==> src/rtl/instruction_fetch.sv <==
// Fetch stage: owns the PC, drives the combinational instruction memory address,
// and holds the fetched word in an IF/ID register handed to decode by valid/ready.
module instruction_fetch #(
    parameter logic [31:0] RESET_PC = 32'h0000_0000
) (
    input  logic        clk,
    input  logic        reset,
    input  logic        fetch_enable,
    input  logic        branch_taken,
    input  logic [31:0] branch_target,
    output logic [31:0] address,
    input  logic [31:0] instruction,
    output logic [31:0] if_instruction,
    output logic [31:0] if_pc,
    output logic [31:0] if_pc_plus4,
    output logic        if_valid,
    input  logic        if_ready,
    output logic [31:0] fetch_count
);

    logic [31:0] pc;
    logic        advance;
    logic        handoff;

    // The output register may be refilled when empty or when decode drains it this cycle.
    assign advance     = fetch_enable && (!if_valid || if_ready);
    assign handoff     = if_valid && if_ready;
    assign address     = pc;
    assign if_pc_plus4 = if_pc + 32'd4;

    always_ff @(posedge clk) begin
        if (reset) begin
            pc             <= RESET_PC;
            if_valid       <= 1'b0;
            if_instruction <= '0;
            if_pc          <= '0;
            fetch_count    <= '0;
        end else begin
            if (handoff)
                fetch_count <= fetch_count + 32'd1;

            // A redirect flushes the output register and discards the word at address.
            if (branch_taken) begin
                pc       <= {branch_target[31:2], 2'b00};
                if_valid <= 1'b0;
            end else if (advance) begin
                if_instruction <= instruction;
                if_pc          <= pc;
                if_valid       <= 1'b1;
                pc             <= pc + 32'd4;
            end else if (handoff) begin
                // Fetch disabled: let the last accepted instruction drain.
                if_valid <= 1'b0;
            end
        end
    end

endmodule

==> config.mk <==
export PLATFORM = sky130hd
export DESIGN_NAME = instruction_fetch
export DESIGN_NICKNAME = d
export VERILOG_FILES = /design/src/rtl/instruction_fetch.sv
export SDC_FILE = /design/constraint.sdc
export NUM_CORES = 1
export LEC_CHECK = 0
export CAP_MARGIN = 20
export CORE_ASPECT_RATIO = 1.25
export CORE_UTILIZATION = 39
export DETAILED_ROUTE_END_ITERATION = 8
export PLACE_DENSITY = 0.73
export SYNTH_ARGS = -nofsm -noshare
export SYNTH_HDL_FRONTEND = slang
export SYNTH_SLANG_ARGS = --single-unit
==> constraint.sdc <==
create_clock -name clk -period 4.7 [get_ports clk]
set_input_delay 0.47 -clock clk [delete_from_list [all_inputs] [get_ports clk]]
set_output_delay 0.47 -clock clk [all_outputs]
set_load 0.02 [all_outputs]
==> reports/metrics.csv, run 1 <==
metric,value,unit
ioPinCount,230,
critPathRequiredTime,4230,ps
cts-root-buf,clkbuf_16,
cts_hold_buf,0,
crit_path_start_kind,flip-flop,
grtUsageTotal,0.223,
hp-start,if_instruction[8]$_SDFFE_PP0P_,
final_cells,1126,
clk_pin_slew,50,ps
synth_cells,733,
r2r_start,address[4]$_SDFFE_PP0P_,
rows,49,
clkLatencyLatePin,410,ps
total_power,2.75,mW
violations,DRC,
cp.arrival,2900,ps
antenna_left,0,
holdPathEnd,if_instruction[8]$_SDFFE_PP0P_,
tightest_slew,938,ps
cts_sinks,125,
powerDensity,316,nW/um^2
nNetsFinal,1010,
r2r-end,address[31]$_SDFFE_PP0P_,
drt_first_pass_iters,7,
drc_errors,14,
r2r_setup_slack,2070,ps
post_cts_buffers,0,
fmax,0.297,GHz
area_growth,48.8,%
place.gp.congestion,0.800,
dp_hpwl,11900,um
diodes,0,
cts_made_buffers,17,
hold_viol,0,
rsz0062_at_grt,no,
path_max_fanout,6,
drive_gt1_frac,0.0570,
antenna_found_initial,0,
synth_enable_flop_cells,0,
vias,5737,
finalSetupViolations,0,
p_leak,2.92,nW
finalWirelength,17100,um
relSlewSlack,0.375,
fp.dieH,139,um
critical_path_class,flip-flop to primary output,
min_path_cells,2,
period_share,0.717,
routedWlPerCell,15.2,um
start_util,0.403,
first_global_vias,5400,
grt_first_pass_wirelength,27400,um
setup_tns,0,ps
htreeDepth,4,
period_needed,3370,ps
grt_max_degree,75,
regArea,2500,sq um
die_area,15500,sq um
port_buffers,221,
peakVddDrop,0.000207,V
cts_tree,done,
status,finished with violations,
slew_violations,0,
fp.coreArea,14500,sq um
fillCellCount,1336,
critPathCaptureType,primary output,
dp_cells,1097,
drt_iter0_markers,253,
synth-seq-cells,125,
overflow,0,
via_per_inst,5.10,
syn-cell-area,5850,sq um
synthDistinctLibCells,40,
multi_input_area,3090,sq um
cts_resized,0,
async_flop_share,0,
clk_path_buf_depth,2,
skew,7.66,ps
maxCapViolations,0,
die_w,112,um
syn_area_per_cell,7.98,sq um
ys_warn_count,0,
hold_class,flip-flop to flip-flop,
synth_top_flop_cell,dfxtp_1,
seq_area_frac_synth,0.428,
ff2ff_path_depth,5,
-- critical path, stage by stage, from the launching register on --
cell	delay [ps]
dfxtp_1	450
nand4_1	230
nor3_1	620
nand2_1	180
nor2_1	200
xor2_1	160
clkdlybuf4s50_1	650
-- synthesized netlist by cell type, types with 4 or more instances --
master    instances  area share
and3_1            4      0.0043
a211oi_1         23       0.030
or3_1            10       0.011
and4_1            7       0.010
xor2_1           14       0.021
nor3_1           16       0.014
o21ai_0           8      0.0068
inv_1            17       0.011
nor2_1           68       0.044
buf_4             6      0.0077
dfxtp_1         125        0.43
nand2_1         162        0.10
a311oi_1          5      0.0075
nand4_1          18       0.019
nor3_2            5      0.0086
clkbuf_1         34       0.022
xnor2_1          65       0.097
nand3_1          34       0.029
a21oi_1          71       0.061
nor4_1           10       0.011
-- per-layer routing --
| layer | part of all wire | track usage |
|---|---|---|
| met5 | 0 | 0 |
| met4 | 0.022 | 0.103 |
| met3 | 0.070 | 0.0669 |
| met2 | 0.49 | 0.377 |
| met1 | 0.42 | 0.258 |
-- stage by stage --
| step | setup slack, ps | instance area [sq um] | util | hold slack (ps) |
|---|---|---|---|---|
| 2_1_floorplan | 2140 | 5870 | - | 535 |
| 3_3_place_gp | 1750 | 8140 | 0.560 | 441 |
| 3_5_place_dp | 1730 | 8140 | 0.560 | 446 |
| 4_1_cts | 1270 | 8700 | 0.599 | 453 |
| 5_1_grt | 1120 | 8700 | 0.599 | 467 |
| 6_report | 1330 | 8700 | 0.599 | 452 |
-- cell type report --
type / instances / share of cell area
multi-input combinational: 548 / 0.355
sequential: 125 / 0.287
timing repair buffer: 228 / 0.260
clock buffer: 21 / 0.0540
tap: 178 / 0.0256
clock inverter: 8 / 0.0106
inverter: 18 / 0.00776
-- registers in the layout (all words and copies together), names as in the netlist --
signal and count:
address 30, if_pc 30, if_valid 1, fetch_count 32
if_instruction 32
-- cells by family after synthesis --
kind of cell,synth area share
buffers and inverters,0.0500
adders and majority gates,0.00642
xor gates and xnor gates,0.118
DFF,0.428
other,0.000641
and+or+nand+nor,0.290
AOI/OAI and AO/OA,0.107
-- cell usage in the layout, fill, tap and decap left out, types with 2 or more instances in the layout --
cell / instances
and3_1: 4
a311oi_1: 5
nand2_1: 162
a211oi_1: 23
ha_1: 3
nor4_1: 10
nor2_1: 67
xor2_1: 14
nor4_4: 3
nor3_2: 5
and4_1: 7
clkinv_2: 5
buf_4: 8
clkdlybuf4s50_1: 220
dfxtp_1: 125
or4_1: 2
o21ai_0: 8
xnor2_1: 65
conb_1: 6
a21oi_1: 71
or3_1: 10
clkbuf_16: 17
nand3_1: 33
bufinv_16: 2
clkbuf_8: 3
and2_1: 2
nand4_1: 18
inv_1: 17
nor4_2: 3
nor3_1: 16
-- report_power, final --
part	switching [mW]	internal (mW)	total, mW
logic	0.173	0.167	0.339
registers	0.0495	1.10	1.15
clock network	0.450	0.807	1.26
-- worst max-delay path by stage --
stage | to | slack [ps] | cells after the start | startpoint
final | if_pc_plus4[31] | 1330 | 6 | if_pc[17]$_SDFFE_PP0P_
after global placement | if_pc_plus4[31] | 1750 | 6 | if_pc[16]$_SDFFE_PP0P_
after global routing | if_pc_plus4[31] | 1120 | 6 | if_pc[16]$_SDFFE_PP0P_
after floorplan | if_pc_plus4[30] | 2140 | 6 | if_pc[2]$_SDFFE_PP0P_
after CTS | if_pc_plus4[31] | 1270 | 6 | if_pc[17]$_SDFFE_PP0P_
after detailed placement | if_pc_plus4[31] | 1730 | 6 | if_pc[16]$_SDFFE_PP0P_
No activity file was read; power rests on OpenSTA's default activity.
==> inputs of run 2 (changes only) <==
clock period = 3.5 ns   (was 4.7 ns; I/O delays follow)
==> run 2 against run 1 <==
Net effect:
- the run still ends with DRC left
- hold slack about the same
- critical path depth increased by 1
- clock skew increased by 1.5 ps
- combinational power increased by 37%
- final area increased by 0.66%
- critical endpoint unchanged
- count of clock-buffer cells in the layout increased by 3
- worst setup slack got worse by 910 ps
- critical path type unchanged
- sequential share of layout area decreased by 0.19 points
- power increased by 32%
- utilization increased by 0.40 points
- global-route usage decreased by 0.23 points
==> reports/metrics.csv, run 2 (same netlist as run 1, synthesis figures left out) <==
metric,value,unit,change
status,finished with violations,,
violations,DRC,,
path_max_fanout,7,,+1
relSlewSlack,0.360,,-0.0144
ff2ff_path_depth,5,,unchanged
finalWirelength,16800,um,-1.8%
ioPinCount,230,,unchanged
grtUsageTotal,0.221,,-0.00225
peakVddDrop,0.000252,V,+22%
skew,9.17,ps,+1.51 ps
p_leak,2.95,nW,+1.0%
clk_path_buf_depth,2,,unchanged
die_w,112,um,unchanged
p_clk_frac,0.447,,-0.011
finalSetupViolations,0,,unchanged
hold_viol,0,,unchanged
switchingPower,897,uW,+33%
die_area,15500,sq um,unchanged
worstPathCellList,"nand4_1, nor4_1, buf_4, nand2_1, nor2_1, xor2_1, clkdlybuf4s50_1",,
powerDensity,414,nW/um^2,+31%
dp_hpwl,11800,um,-0.71%
fmax,0.324,GHz,
cts_hold_buf,0,,unchanged
cts_resized,0,,unchanged
drc_errors,14,,unchanged
crit_path_max_incr_delay,650,ps,about the same
min_path_cells,2,,unchanged
clkLatencyLatePin,410,ps,about the same
critPathRequiredTime,3150,ps,-1080 ps
antenna_found_initial,0,,unchanged
rsz0062_at_grt,no,,
start_util,0.403,,unchanged
hold_class,flip-flop to flip-flop,,
cts_sinks,125,,unchanged
cp.arrival,2730,ps,-170 ps
period_needed,3080,ps,
antenna_left,0,,unchanged
maxCapViolations,0,,unchanged
crit_slowest_cell,clkdlybuf4s50_1,,
final_common_cell,clkdlybuf4s50_1,,
via_per_inst,5.06,,-0.77%
fin_ws,417,ps,-912 ps
final_cells,1133,,+0.62%
htreeDepth,4,,unchanged
p_sw_frac,0.247,,+0.00245
critical_path_class,flip-flop to primary output,,
dp_cells,1102,,+0.46%
crit_path_start_kind,flip-flop,,
final_cell_mix,"clkdlybuf4s50_1, nand2_1, dfxtp_1",,
routedWlPerCell,14.9,um,-2.4%
combPwrFrac,0.128,,+0.005
final_util,0.603,,+0.00396
pre_cts_ws,722,ps,-1010 ps
vias,5728,,-0.16%
grt_max_degree,72,,-4.0%
biggestRegsByFlops,"fetch_count (32), if_instruction (32)",,
clk_pin_slew,60,ps,about the same
fillCellCount,1284,,-3.9%
power.internal,2.73,mW,+32%
area_growth,49.8,%,
rows,49,,unchanged
setup_tns,0,ps,unchanged
diodes,0,,unchanged
slew_violations,0,,unchanged
p_seq_frac,0.425,,+0.006
critPathCaptureType,primary output,,
first_global_vias,5360,,-0.74%
period_share,0.881,,
drt_iter0_markers,289,,+14%
overflow,0,,unchanged
place.gp.congestion,0.787,,-1.6%
fp.coreArea,14500,sq um,unchanged
port_buffers,221,,unchanged
drive_gt1_frac,0.0607,,+0.00377
cts-root-buf,clkbuf_16,,
fp.dieH,139,um,unchanged
cts_made_buffers,17,,unchanged
grt_first_pass_wirelength,27100,um,-0.98%
tightest_slew,960,ps,+21.6 ps
holdWs,452,ps,-0.436 ps
nNetsFinal,1015,,+0.50%
drt_first_pass_iters,7,,unchanged
cts_tree,done,,
post_cts_buffers,0,,unchanged
## run 2: metal layers
metal / routed length [um] / global-route usage / vias up / part of all wire
li1: - / - / 2893 / -
met1: 6960 / 0.257 / 2619 / 0.41
met2: 8250 / 0.374 / 189 / 0.49
met3: 1230 / 0.0682 / 27 / 0.073
met4: 400 / 0.0939 / 0 / 0.024
met5: 0 / 0 / - / 0
## run 2: area by class of cell
type	instances	area (sq um)	share of cell area
well taps	178	223	0.0254
multi-input cells	548	3090	0.352
repair buffers	233	2340	0.267
clock buffers	24	482	0.0550
clock inverters	7	63.8	0.00728
inverters	18	67.6	0.00771
flip-flops and latches	125	2500	0.286
## run 2: final timing paths
check | startpoint | end | slack (ps)
min reg2reg | if_instruction[24]$_SDFFE_PP0P_ | if_instruction[24]$_SDFFE_PP0P_ | 450
max reg2reg | address[6]$_SDFFE_PP0P_ | address[31]$_SDFFE_PP0P_ | 980
min | if_instruction[24]$_SDFFE_PP0P_ | if_instruction[24]$_SDFFE_PP0P_ | 450
max | if_pc[4]$_SDFFE_PP0P_ | if_pc_plus4[31] | 420
## run 2: power by group through the flow
stage	Sequential, mW	Clock, mW	Combinational [mW]
final	1.54	1.62	0.465
after global routing	1.55	1.74	0.498
after CTS	1.54	1.66	0.469
after detailed placement	1.57	0	0.467
after global placement	1.57	0	0.463
after floorplan	1.62	0	0.163
## run 2: worst max-delay path: cells and delay by family (launching register included)
kind	cells	cell delay, ps
xor+xnor	1	160
buf+inv	2	890
flops	1	430
simple gates	4	850
## run 2: through the flow
stage                     area, sq um  power (mW)
after floorplan                  5870        1.79
after global placement           8220        2.03
after detailed placement         8220        2.04
after CTS                        8760        3.67
after global routing             8760        3.79
final                            8760        3.63
